==> config.mk <==
export PLATFORM = sky130hd
export DESIGN_NAME = viterbi_chan_err_inj
export DESIGN_NICKNAME = d
export VERILOG_FILES = /design/src/rtl/viterbi_pkg.sv /design/src/rtl/viterbi_lfsr16.sv /design/src/rtl/viterbi_chan_err_inj.sv
export SDC_FILE = /design/constraint.sdc
export NUM_CORES = 1
export LEC_CHECK = 0
export BUFFER_PORTS_ARGS = -buffer_cell sky130_fd_sc_hd__buf_4
export CAP_MARGIN = 20
export CORE_ASPECT_RATIO = 0.7
export CORE_MARGIN = 1
export CORE_UTILIZATION = 57
export CTS_CLUSTER_DIAMETER = 120
export DETAILED_ROUTE_END_ITERATION = 16
export PLACE_DENSITY = 0.8
export SLEW_MARGIN = 20
export SYNTH_ARGS = -nofsm -noshare
export SYNTH_HDL_FRONTEND = slang
export SYNTH_SLANG_ARGS = --single-unit
export TNS_END_PERCENT = 50
==> constraint.sdc <==
create_clock -name clk -period 5.9 [get_ports clk]
set_input_delay 0.885 -clock clk [delete_from_list [all_inputs] [get_ports clk]]
set_output_delay 0.885 -clock clk [all_outputs]
set_load 0.01 [all_outputs]
==> src/rtl/viterbi_pkg.sv <==
// Shared types, constants and the LFSR step used by the Viterbi channel
// stage and its stimulus generator.
package viterbi_pkg;

    // One rate-1/2 encoded symbol, {g1, g0}
    typedef logic [1:0] sym_t;

    // Right-shift Galois form of x^16 + x^14 + x^13 + x^11 + 1
    localparam logic [15:0] LFSR_POLY = 16'hB400;

    // Single Galois step: shift right, fold the polynomial in when a one falls out
    function automatic logic [15:0] lfsr_next(input logic [15:0] state);
        logic [15:0] shifted;
        shifted = {1'b0, state[15:1]};
        if (state[0]) begin
            shifted = shifted ^ LFSR_POLY;
        end
        return shifted;
    endfunction

endpackage

==> src/rtl/viterbi_lfsr16.sv <==
// 16-bit Galois LFSR that steps only when told to, so the sequence is tied
// to the number of advances rather than to wall-clock cycles.
module viterbi_lfsr16
    import viterbi_pkg::*;
(
    input  logic        clk,
    input  logic        rst,
    input  logic        adv,
    input  logic [15:0] seed,
    output logic [15:0] q
);

    logic [15:0] r_state;

    // Load the seed on reset, otherwise step once per advance request
    always_ff @(posedge clk) begin
        if (rst) begin
            r_state <= seed;
        end else if (adv) begin
            r_state <= lfsr_next(r_state);
        end
    end

    assign q = r_state;

endmodule

==> src/rtl/viterbi_chan_err_inj.sv <==
// Channel stage between the convolutional encoder and the Viterbi decoder.
// Registers each symbol and, when allowed, flips exactly one of its bits.
// Error positions come from a seeded LFSR gated by a threshold and a
// minimum clean-symbol gap, so the decoder never sees two errors closer
// together than it can correct.
module viterbi_chan_err_inj
    import viterbi_pkg::*;
#(
    parameter logic [15:0] SEED    = 16'hACE1,
    parameter int unsigned MIN_GAP = 8,
    parameter int unsigned CT_W    = 16
) (
    input  logic            clk,
    input  logic            rst,
    input  logic            sym_valid_i,
    input  logic [1:0]      sym_i,
    input  logic            err_en_i,
    input  logic [7:0]      err_thresh_i,
    output logic            sym_valid_o,
    output logic [1:0]      sym_o,
    output logic [1:0]      err_inj_o,
    output logic [CT_W-1:0] bad_bit_ct_o
);

    // An all-zero seed would lock the LFSR, so it is swapped for 1
    localparam logic [15:0] SEED_EFF = (SEED == 16'h0000) ? 16'h0001 : SEED;
    localparam logic [7:0]  GAP_MAX  = 8'(MIN_GAP);
    localparam logic [CT_W-1:0] CT_MAX = {CT_W{1'b1}};
    localparam logic [CT_W-1:0] CT_ONE = {{(CT_W-1){1'b0}}, 1'b1};

    logic [15:0]     w_lfsr;
    logic            w_unusedLfsrHi;
    logic            w_inject;
    sym_t            w_mask;

    logic            r_symValid;
    sym_t            r_sym;
    sym_t            r_errInj;
    logic [7:0]      r_gapCt;
    logic [CT_W-1:0] r_badCt;

    // The LFSR steps on every accepted symbol, even with injection disabled,
    // so a given symbol index always sees the same random value
    viterbi_lfsr16 u_lfsr (
        .clk  (clk),
        .rst  (rst),
        .adv  (sym_valid_i),
        .seed (SEED_EFF),
        .q    (w_lfsr)
    );

    // Only the low byte and bit 8 steer injection; the rest is pure state
    assign w_unusedLfsrHi = ^w_lfsr[15:9];

    // Decide on the pre-advance LFSR value; bit 8 picks which bit to flip
    always_comb begin
        w_inject = 1'b0;
        w_mask   = 2'b00;
        if (err_en_i && (w_lfsr[7:0] < err_thresh_i) && (r_gapCt >= GAP_MAX)) begin
            w_inject = 1'b1;
        end
        if (w_inject) begin
            w_mask = w_lfsr[8] ? 2'b10 : 2'b01;
        end
    end

    // Output register, gap guard and saturating corrupted-bit counter;
    // everything except the valid flag freezes while the input is idle
    always_ff @(posedge clk) begin
        if (rst) begin
            r_symValid <= 1'b0;
            r_sym      <= 2'b00;
            r_errInj   <= 2'b00;
            r_gapCt    <= GAP_MAX;
            r_badCt    <= '0;
        end else begin
            r_symValid <= sym_valid_i;
            if (sym_valid_i) begin
                r_sym    <= sym_i ^ w_mask;
                r_errInj <= w_mask;
                if (w_inject) begin
                    r_gapCt <= 8'h00;
                    if (r_badCt != CT_MAX) begin
                        r_badCt <= r_badCt + CT_ONE;
                    end
                end else if (r_gapCt < GAP_MAX) begin
                    r_gapCt <= r_gapCt + 8'h01;
                end
            end
        end
    end

    assign sym_valid_o  = r_symValid;
    assign sym_o        = r_sym;
    assign err_inj_o    = r_errInj;
    assign bad_bit_ct_o = r_badCt;

endmodule

==> reports/summary.txt, run 1 <==
Status -> finished, final reports clean
Netlist cell types -> 51
Drt total wl -> 5.05 mm
Hold path depth -> 2
Hold slack -> 0.483 ns
Final HPWL DP -> 3.59 mm
TritonCTS Buffers -> 5
TNS Setup -> 0 ns
Vias in the first global route -> 1,792
Hold wc startpoint -> u_lfsr.q[15]$_SDFFE_PP1P_
Most common flop cell mapped by yosys -> dfxtp_1
Final Setup Violations -> 0
Wire length per cell -> 15.1 um
Starting Density -> 0.627
HP Class -> flop to flop
GR Overflow Total -> 0
Critical Path End Type -> flop
Reg-to-Reg Start -> u_lfsr.q[7]$_SDFFE_PP1P_
Via count -> 1,968
Final slew viol count -> 0
Critical path origin -> err_thresh_i[7]
Std cell rows -> 18
Die Span X -> 78.2 um
Mean Syn Cell Area -> 9.09 sq um
GPL Wtd Cong -> 0.820
Final period utilization -> 0.448
Max-slew headroom -> 0.400
Crit path max fanout -> 13
Number of I/O pins -> 35
Achievable frequency -> 378 MHz
Fill cells -> 301
CTS root buf -> clkbuf_8
TritonCTS clock tree -> built
RSZ-0062 raised after global routing -> false
Die height -> 55.3 um
N_diodes -> 0
Net Count, Synth -> 279
Ys Warns -> 0
Register area share after synthesis -> 0.389
Antenna-violating nets left -> 0
Worst Skew -> 0.00818 ns
Crit path max-delay cell type -> o211ai_1
Port buffer count -> 34
Min Tclk post-route -> 2.64 ns
GRT Util Overall -> 0.252
Core area -> 3690 sq um
Syn Inst Count -> 255
Via/cell ratio -> 5.87
CP required -> 6.09 ns
FF-to-FF path depth -> 6
Initial DRC count -> 123
Critical-path cell list -> buf_4 > inv_1 > ha_1 > and4_1 > o21ai_4 > o211ai_1 > nor4_1 > mux2_4
Clk buf depth -> 2
Ys async rst share -> 0
Kind of cell adding the most delay to the critical path -> compound AO/OA/AOI/OAI gates
Clk Latency, worst-skew pair -> 0.30 ns
Crit path depth -> 8
Crit path kind -> input port to flop
Largest net degree at the start of global routing -> 33
Final worst slack -> 3.26 ns
EDFF count, synth -> 0
H-tree depth -> 2
Die area -> 4330 sq um
Final Hold Fails -> 0
Commonest non-fill, non-tap cell in the layout -> dfxtp_1
CTS resizes -> 0
Drt pass-1 iters -> 4
Synth-to-Final Area Change -> 15.0%
Max_cap viols -> 0
CP arrival -> 2.84 ns
Cts hold-fix bufs -> 0
First-pass GRT wire length -> 8.66 mm
Pre-CTS setup slack -> 2.94 ns
PD cells -> 241 nW/um^2
Netlist Area Pre-Place -> 2320 sq um
Crit path largest cell delay -> 0.72 ns
Post-CTS setup buffers -> 0
Critical Path Source Type -> input port
Clock Pin Slew Worst Setup and Hold Paths -> 0.09 ns
Static Leak -> 1.10 nW
# DRC -> 0
Initial antenna violation count -> 0
Worst Tran Pin Value -> 0.895 ns
Most frequent cells in the layout -> dfxtp_1, buf_4, nor2_1
Share of cells above drive strength 1 -> 0.211
Seq cells post-synth -> 45
Fin nets -> 308
Crit path buf inv count -> 2
Max rail drop VDD -> 0.174 mV
CTS sink cnt -> 45
==> cell type report <==
cell class / instances / area [sq um] / area share
clock buffer: 7 / 86.3 / 0.0324
clock inverter: 1 / 30.0 / 0.0113
inverter: 17 / 63.8 / 0.0239
multi-input combinational: 180 / 1260 / 0.472
sequential: 45 / 901 / 0.338
tap: 50 / 62.6 / 0.0235
timing repair buffer: 35 / 263 / 0.0986
==> flip-flops by register name (all words and copies together), names as in the netlist <==
signal,flops
bad_bit_ct_o,16
err_inj_o,2
r_gapCt,8
sym_o,2
sym_valid_o,1
u_lfsr.q,16
==> kinds of logic (layout without fill, tap and decap cells) <==
kind of cell,count (synthesis),in the layout,synth area share
compound gates,60,60,0.197
xor+xnor,3,3,0.0113
fa+ha+maj,10,10,0.0540
buf+inv,30,60,0.0680
flops,45,45,0.389
mux,16,16,0.0713
simple gates,91,91,0.210
==> metrics by stage <==
stage	utilization	area [sq um]	instances	total power [mW]
floorplan	-	2320	255	0.386
global placement	0.690	2550	327	0.402
detailed placement	0.690	2550	327	0.405
CTS	0.722	2670	335	0.642
global route	0.722	2670	335	0.668
finish	0.722	2670	335	0.641
==> power by group <==
| group | switching, mW | total (mW) | leakage (nW) | internal, mW |
|---|---|---|---|---|
| combinational | 0.0429 | 0.0748 | 0.674 | 0.0319 |
| sequential | 0.00910 | 0.323 | 0.367 | 0.314 |
| clock | 0.105 | 0.243 | 0.0585 | 0.138 |
| total | 0.157 | 0.641 | 1.10 | 0.484 |
==> final timing paths <==
kind,to,slack [ns]
worst max register to register,bad_bit_ct_o[8]$_SDFFE_PP0P_,3.60
worst max-delay path,bad_bit_ct_o[8]$_SDFFE_PP0P_,3.26
worst min-delay path,u_lfsr.q[15]$_SDFFE_PP1P_,0.48
worst min register to register,u_lfsr.q[15]$_SDFFE_PP1P_,0.48
==> worst min-delay path, cell delays in order (launching register included) <==
cell	delay, ns
dfxtp_1	0.33
mux2i_1	0.07
nand2_1	0.06
==> cells in the mapped netlist, types with 7 or more instances <==
cell type / number / area [sq um]
nand3_1: 7 / 35.0
nor2_1: 22 / 82.6
dfxtp_1: 45 / 901
ha_1: 10 / 125
mux2i_1: 15 / 150
o31ai_1: 9 / 67.6
nand2_1: 21 / 78.8
a21oi_1: 13 / 65.1
o21a_1: 7 / 52.6
o21ai_0: 7 / 35.0
inv_1: 17 / 63.8
==> per-layer routing <==
layer,GRT usage,up-vias,share of wire
met4,0.0635,0,0.0054
met5,0,-,0
met1,0.374,935,0.52
li1,-,991,-
met3,0.0612,4,0.052
met2,0.362,38,0.43
No activity file was read; power rests on OpenSTA's default activity.
==> inputs of run 2 (changes only) <==
Settings changed: CORE_UTILIZATION 57 to 56, PLACE_DENSITY 0.8 to 0.79.
Clock period 5.9 ns to 2.7 ns, I/O delays scaled along.
==> run 2 against run 1 <==
Effect of this change:
- cell count grew 1.5%
- first-iteration DRC count rose by 28%
- non-clock buffer count rose by 3
==> reports/summary.txt, run 2 (synthesized netlist as in run 1, its figures left out) <==
Status -> finished, final reports clean
Hold path depth -> 3 (+1)
Pwr Total -> 1.28 mW (+100%)
Port buffer count -> 34 (unchanged)
GPL Wtd Cong -> 0.891 (+8.7%)
Critical-path cell list -> ha_1 > a21oi_1 > o2111a_1 > o211ai_1 > nor4_1 > mux2_4
Initial antenna violation count -> 0 (unchanged)
Final Setup Violations -> 0 (unchanged)
Die Span X -> 78.9 um (+0.87%)
Cts hold-fix bufs -> 0 (unchanged)
Combinational power share -> 0.127 (+0.010)
Worst hold endpoint -> sym_o[1]$_SDFFE_PP0P_
Hold wc startpoint -> sym_i[1]
Reg2reg end -> bad_bit_ct_o[8]$_SDFFE_PP0P_
Share of cells above drive strength 1 -> 0.215 (+0.00475)
Worst R2R Setup Slack -> 0.40 ns (-3.20 ns)
Via count -> 1,955 (-0.66%)
TNS Setup -> 0 ns (unchanged)
Crit path max fanout -> 11 (-2)
Met1 Resource Use GR -> 0.354 (-0.0206)
TritonCTS Buffers -> 5 (unchanged)
Drt total wl -> 4.80 mm (-5.0%)
Antenna-violating nets left -> 0 (unchanged)
Largest net degree at the start of global routing -> 33 (unchanged)
Switching Share -> 0.266 (+0.0215)
Final slew viol count -> 0 (unchanged)
H-tree depth -> 2 (unchanged)
RSZ-0062 raised after global routing -> false
Starting Density -> 0.587 (-0.0402)
Crit path kind -> flop to flop
Number of I/O pins -> 35 (unchanged)
Critical Path End Type -> flop
Via/cell ratio -> 5.75 (-2.1%)
Kind of cell adding the most delay to the critical path -> compound AO/OA/AOI/OAI gates
Initial DRC count -> 157 (+28%)
CTS sink cnt -> 45 (unchanged)
Die area -> 4400 sq um (+1.7%)
Worst Tran Pin Value -> 0.749 ns (-0.146 ns)
Worst Skew -> 0.0122 ns (+0.00405 ns)
CTS resizes -> 0 (unchanged)
N_diodes -> 0 (unchanged)
Achievable frequency -> 435 MHz
GRT Util Overall -> 0.240 (-0.0127)
Max_cap viols -> 0 (unchanged)
Crit path buf inv count -> 0 (-2)
Met3 Usage GRT -> 0.0656 (+0.00442)
Post-CTS setup buffers -> 0 (unchanged)
FF-to-FF path depth -> 6 (unchanged)
Final HPWL DP -> 3.47 mm (-3.2%)
Clk buf depth -> 2 (unchanged)
# DRC -> 0 (unchanged)
Critical Path Source Type -> flop
CP required -> 2.90 ns (-3.19 ns)
Clock Pin Slew Worst Setup and Hold Paths -> 0.09 ns (about the same)
Most frequent cells in the layout -> dfxtp_1, buf_4, nor2_1
Clock share of power -> 0.323 (-0.056)
Core area -> 3950 sq um (+6.8%)
CTS root buf -> clkbuf_8
Gr busiest metal -> met1
Commonest non-fill, non-tap cell in the layout -> dfxtp_1
GR Overflow Total -> 0 (unchanged)
GR Util met2 -> 0.335 (-0.0268)
Fin nets -> 311 (+0.97%)
Clk Latency, worst-skew pair -> 0.30 ns (about the same)
Final Hold Fails -> 0 (unchanged)
Psw -> 0.342 mW (+120%)
Die height -> 55.8 um (+0.86%)
Static Leak -> 1.09 nW (-0.50%)
CP arrival -> 2.50 ns (-0.34 ns)
First-pass GRT wire length -> 8.15 mm (-5.9%)
Internal -> 0.941 mW (+94%)
Crit path largest cell delay -> 0.41 ns (-0.31 ns)
Reg-to-Reg Start -> u_lfsr.q[5]$_SDFFE_PP1P_
Synth-to-Final Area Change -> 14.7%
Min Tclk post-route -> 2.30 ns
Drt pass-1 iters -> 4 (unchanged)
Crit path max-delay cell type -> nor4_1
TritonCTS clock tree -> built
Wire length per cell -> 14.1 um (-6.4%)
Std cell rows -> 19 (+1)
PD cells -> 483 nW/um^2 (+100%)
Final period utilization -> 0.851
Vias in the first global route -> 1,723 (-3.9%)
Max rail drop VDD -> 0.326 mV (+87%)
Max-slew headroom -> 0.498 (+0.0980)
Reg power frac -> 0.551 (+0.047)
HP Class -> input port to flop
## run 2: worst register-to-register path: stages (launching register included)
cell and delay, ns:
dfxtp_1 0.39, ha_1 0.26, a21oi_1 0.18, o2111a_1 0.30
o211ai_1 0.34, nor4_1 0.41, mux2_4 0.33
## run 2: per-stage QoR
| stage | cells | hold WS (ns) | utilization | cell area (sq um) | setup slack [ns] |
|---|---|---|---|---|---|
| 2_1_floorplan | 255 | 0.441 | - | 2320 | 0.582 |
| 3_3_place_gp | 332 | 0.465 | 0.652 | 2570 | 0.343 |
| 3_5_place_dp | 332 | 0.469 | 0.652 | 2570 | 0.264 |
| 4_1_cts | 340 | 0.392 | 0.673 | 2660 | 0.447 |
| 5_1_grt | 340 | 0.380 | 0.673 | 2660 | 0.257 |
| 6_report | 340 | 0.398 | 0.673 | 2660 | 0.402 |
## run 2: area by class of cell
cell class,instances,area (sq um)
clock buffers,7,76.3
well taps,52,65.1
inverters,17,63.8
clock inverters,1,7.51
multi-input cells,180,1260
flip-flops and latches,45,901
fillers,357,1290
repair buffers,38,285
## run 2: worst max path at each step
stage,cells after the start,from,slack (ns),end
6_report,6,u_lfsr.q[5]$_SDFFE_PP1P_,0.40,bad_bit_ct_o[8]$_SDFFE_PP0P_
5_1_grt,6,u_lfsr.q[5]$_SDFFE_PP1P_,0.26,bad_bit_ct_o[8]$_SDFFE_PP0P_
4_1_cts,6,u_lfsr.q[5]$_SDFFE_PP1P_,0.45,bad_bit_ct_o[8]$_SDFFE_PP0P_
3_5_place_dp,8,err_thresh_i[5],0.26,bad_bit_ct_o[8]$_SDFFE_PP0P_
3_3_place_gp,8,err_thresh_i[5],0.34,bad_bit_ct_o[8]$_SDFFE_PP0P_
2_1_floorplan,8,err_thresh_i[5],0.58,bad_bit_ct_o[8]$_SDFFE_PP0P_
## run 2: power groups by stage
stage	logic (mW)	registers [mW]	clock network, mW
2_1_floorplan	0.126	0.718	0
3_3_place_gp	0.160	0.721	0
3_5_place_dp	0.163	0.722	0
4_1_cts	0.163	0.706	0.420
5_1_grt	0.182	0.710	0.453
6_report	0.162	0.706	0.414
## run 2: metal layers
layer / share of wire / up-vias / wire length (um)
met5: 0 / - / 0
met4: 0.012 / 0 / 59
met2: 0.40 / 60 / 1930
met3: 0.075 / 7 / 358
met1: 0.51 / 894 / 2450
li1: - / 994 / -
==> inputs of run 3 (changes only) <==
Settings changed: CAP_MARGIN 20 to unset, CORE_UTILIZATION 56 to 51, HOLD_SLACK_MARGIN set to 0.1, PLACE_DENSITY 0.79 to 0.76.
Clock period 2.7 ns to 1.95 ns, I/O delays scaled along.
==> run 3 against run 2 <==
Effect of this change:
- largest power group unchanged
- power increased by 47%
- count of clock-buffer cells in the layout decreased by 2
- critical path type unchanged
- worst setup slack got worse by 0.45 ns
- the flow now finishes with violations (negative setup slack)
==> reports/summary.txt, run 3 (synthesized netlist as in run 1, its figures left out) <==
Drt total wl -> 6.05 mm (+26%)
Crit path largest cell delay -> 0.40 ns (about the same)
Starting Density -> 0.532 (-0.0550)
Clk Latency, worst-skew pair -> 0.31 ns (about the same)
H-tree depth -> 2 (unchanged)
Clock Pin Slew Worst Setup and Hold Paths -> 0.09 ns (about the same)
Port buffer count -> 34 (unchanged)
Via/cell ratio -> 5.79 (+0.62%)
Hold path depth -> 2 (-1)
CP arrival -> 2.23 ns (-0.27 ns)
Final slew viol count -> 0 (unchanged)
Kind of cell adding the most delay to the critical path -> compound AO/OA/AOI/OAI gates
First-pass GRT wire length -> 8.91 mm (+9.4%)
Achievable frequency -> 501 MHz (+15%)
Post-placement cell count -> 362 (+9.0%)
Max_cap viols -> 0 (unchanged)
Antenna-violating nets left -> 0 (unchanged)
Die area -> 4820 sq um (+9.5%)
Max-slew headroom -> 0.539 (+0.0406)
Fin nets -> 346 (+11%)
Min Tclk post-route -> 1.99 ns (-0.304 ns)
Final Hold Fails -> 0 (unchanged)
GRT Util Overall -> 0.248 (+0.00814)
Clk buf depth -> 2 (unchanged)
Std cell rows -> 20 (+1)
Share of cells above drive strength 1 -> 0.384 (+0.169)
RSZ-0062 raised after global routing -> true
Synth-to-Final Area Change -> 34.7%
GR Overflow Total -> 0 (unchanged)
Drt pass-1 iters -> 4 (unchanged)
Core area -> 4350 sq um (+10%)
TritonCTS clock tree -> built
Reg-to-Reg Start -> u_lfsr.q[6]$_SDFFE_PP1P_
PD cells -> 605 nW/um^2 (+25%)
GPL Wtd Cong -> 0.794 (-11%)
Crit path buf inv count -> 1 (+1)
Final worst slack -> -0.0440 ns (-0.446 ns)
Critical Path End Type -> flop
Critical Path Source Type -> flop
Die Span X -> 82.6 um (+4.7%)
Worst Tran Pin Value -> 0.691 ns (-0.0583 ns)
Worst hold endpoint -> bad_bit_ct_o[5]$_SDFFE_PP0P_
TritonCTS Buffers -> 5 (unchanged)
CTS root buf -> clkbuf_8
Status -> complete, but fails checks
Initial antenna violation count -> 0 (unchanged)
N_diodes -> 0 (unchanged)
Failing checks -> negative setup slack
# DRC -> 0 (unchanged)
Static Leak -> 1.31 nW (+20%)
Worst R2R Setup Slack -> -0.04 ns (-0.45 ns)
Number of I/O pins -> 35 (unchanged)
Pwr Total -> 1.89 mW (+47%)
Commonest non-fill, non-tap cell in the layout -> buf_4
Final HPWL DP -> 3.82 mm (+10%)
Most frequent cells in the layout -> buf_4, dfxtp_1, nor2_1, nand2_1, inv_1
Largest net degree at the start of global routing -> 29 (-12%)
CTS sink cnt -> 45 (unchanged)
Pre-CTS setup slack -> -0.197 ns (-0.461 ns)
Reg2reg end -> bad_bit_ct_o[2]$_SDFFE_PP0P_
Max rail drop VDD -> 0.531 mV (+63%)
Final period utilization -> 1.02 (+0.171)
Hold wc startpoint -> rst
Crit path max fanout -> 5 (-6)
Critical-path cell list -> ha_1 > nand2_1 > o2111a_2 > o211ai_1 > buf_4 > or4_1 > a21oi_1
Die height -> 58.4 um (+4.6%)
Layout Cells excl Fill -> 378 (+11%)
Final Setup Violations -> 6 (+6)
Initial DRC count -> 175 (+11%)
HP Class -> input port to flop
Crit path kind -> flop to flop
Vias in the first global route -> 1,964 (+14%)
CP required -> 2.19 ns (-0.71 ns)
Wire length per cell -> 16.0 um (+13%)
Worst Skew -> 0.0107 ns (-0.00152 ns)
FF-to-FF path depth -> 7 (+1)
Crit path max-delay cell type -> or4_1
Via count -> 2,187 (+12%)
## run 3: changes by cell type in the layout (fill, tap and decap cells not counted), sizes merged
| cell | change |
|---|---|
| buf | +34 |
| clkbuf | -2 |
| clkinv | +2 |
| o211ai | +1 |
## run 3: repair_timing
action	CTS	global route
resized for setup	3	36
gates cloned	1	1
hold buffers	0	0
setup buffers	1	6
pin swaps	4	23
setup endpoints to repair	10	19
## run 3: metal layers
| metal | vias up | wire (um) | GRT usage |
|---|---|---|---|
| li1 | 1070 | - | - |
| met1 | 1031 | 2770 | 0.346 |
| met2 | 70 | 2770 | 0.372 |
| met3 | 16 | 378 | 0.0589 |
| met4 | 0 | 131 | 0.0911 |
| met5 | - | 0 | 0 |
## run 3: per-stage QoR
stage / instance area, sq um / util / TNS, ns / hold WS (ns)
after floorplan: 2330 / - / -0.0181 / 0.441
after global placement: 2790 / 0.641 / -1.16 / 0.452
after detailed placement: 2790 / 0.641 / -1.86 / 0.462
after CTS: 2910 / 0.669 / -0.192 / 0.248
after global routing: 3120 / 0.717 / -0.832 / 0.264
final: 3120 / 0.717 / -0.115 / 0.250
## run 3: how the worst max path moves through the flow
stage / start / to / depth (start not counted) / slack [ns]
5_1_grt: u_lfsr.q[6]$_SDFFE_PP1P_ / bad_bit_ct_o[2]$_SDFFE_PP0P_ / 7 / -0.10
6_report: u_lfsr.q[6]$_SDFFE_PP1P_ / bad_bit_ct_o[2]$_SDFFE_PP0P_ / 7 / -0.04
3_5_place_dp: err_thresh_i[5] / bad_bit_ct_o[7]$_SDFFE_PP0P_ / 8 / -0.20
4_1_cts: u_lfsr.q[2]$_SDFFE_PP0P_ / bad_bit_ct_o[7]$_SDFFE_PP0P_ / 6 / -0.06
2_1_floorplan: err_thresh_i[5] / bad_bit_ct_o[5]$_SDFFE_PP0P_ / 7 / -0.006
3_3_place_gp: err_thresh_i[5] / bad_bit_ct_o[5]$_SDFFE_PP0P_ / 8 / -0.16
## run 3: power breakdown
group          total [mW]  switching, mW  internal (mW)
Clock               0.585          0.337          0.248
Sequential          0.976         0.0236          0.952
Combinational       0.330          0.169          0.160
Total                1.89          0.530           1.36
## run 3: layout make-up
| type | count | area, sq um |
|---|---|---|
| Multi-Input combinational cell | 181 | 1420 |
| Sequential cell | 45 | 908 |
| Fill cell | 333 | 1230 |
| Clock buffer | 5 | 68.8 |
| Tap cell | 55 | 68.8 |
| Clock inverter | 3 | 17.5 |
| Timing Repair Buffer | 72 | 578 |
| Inverter | 17 | 63.8 |
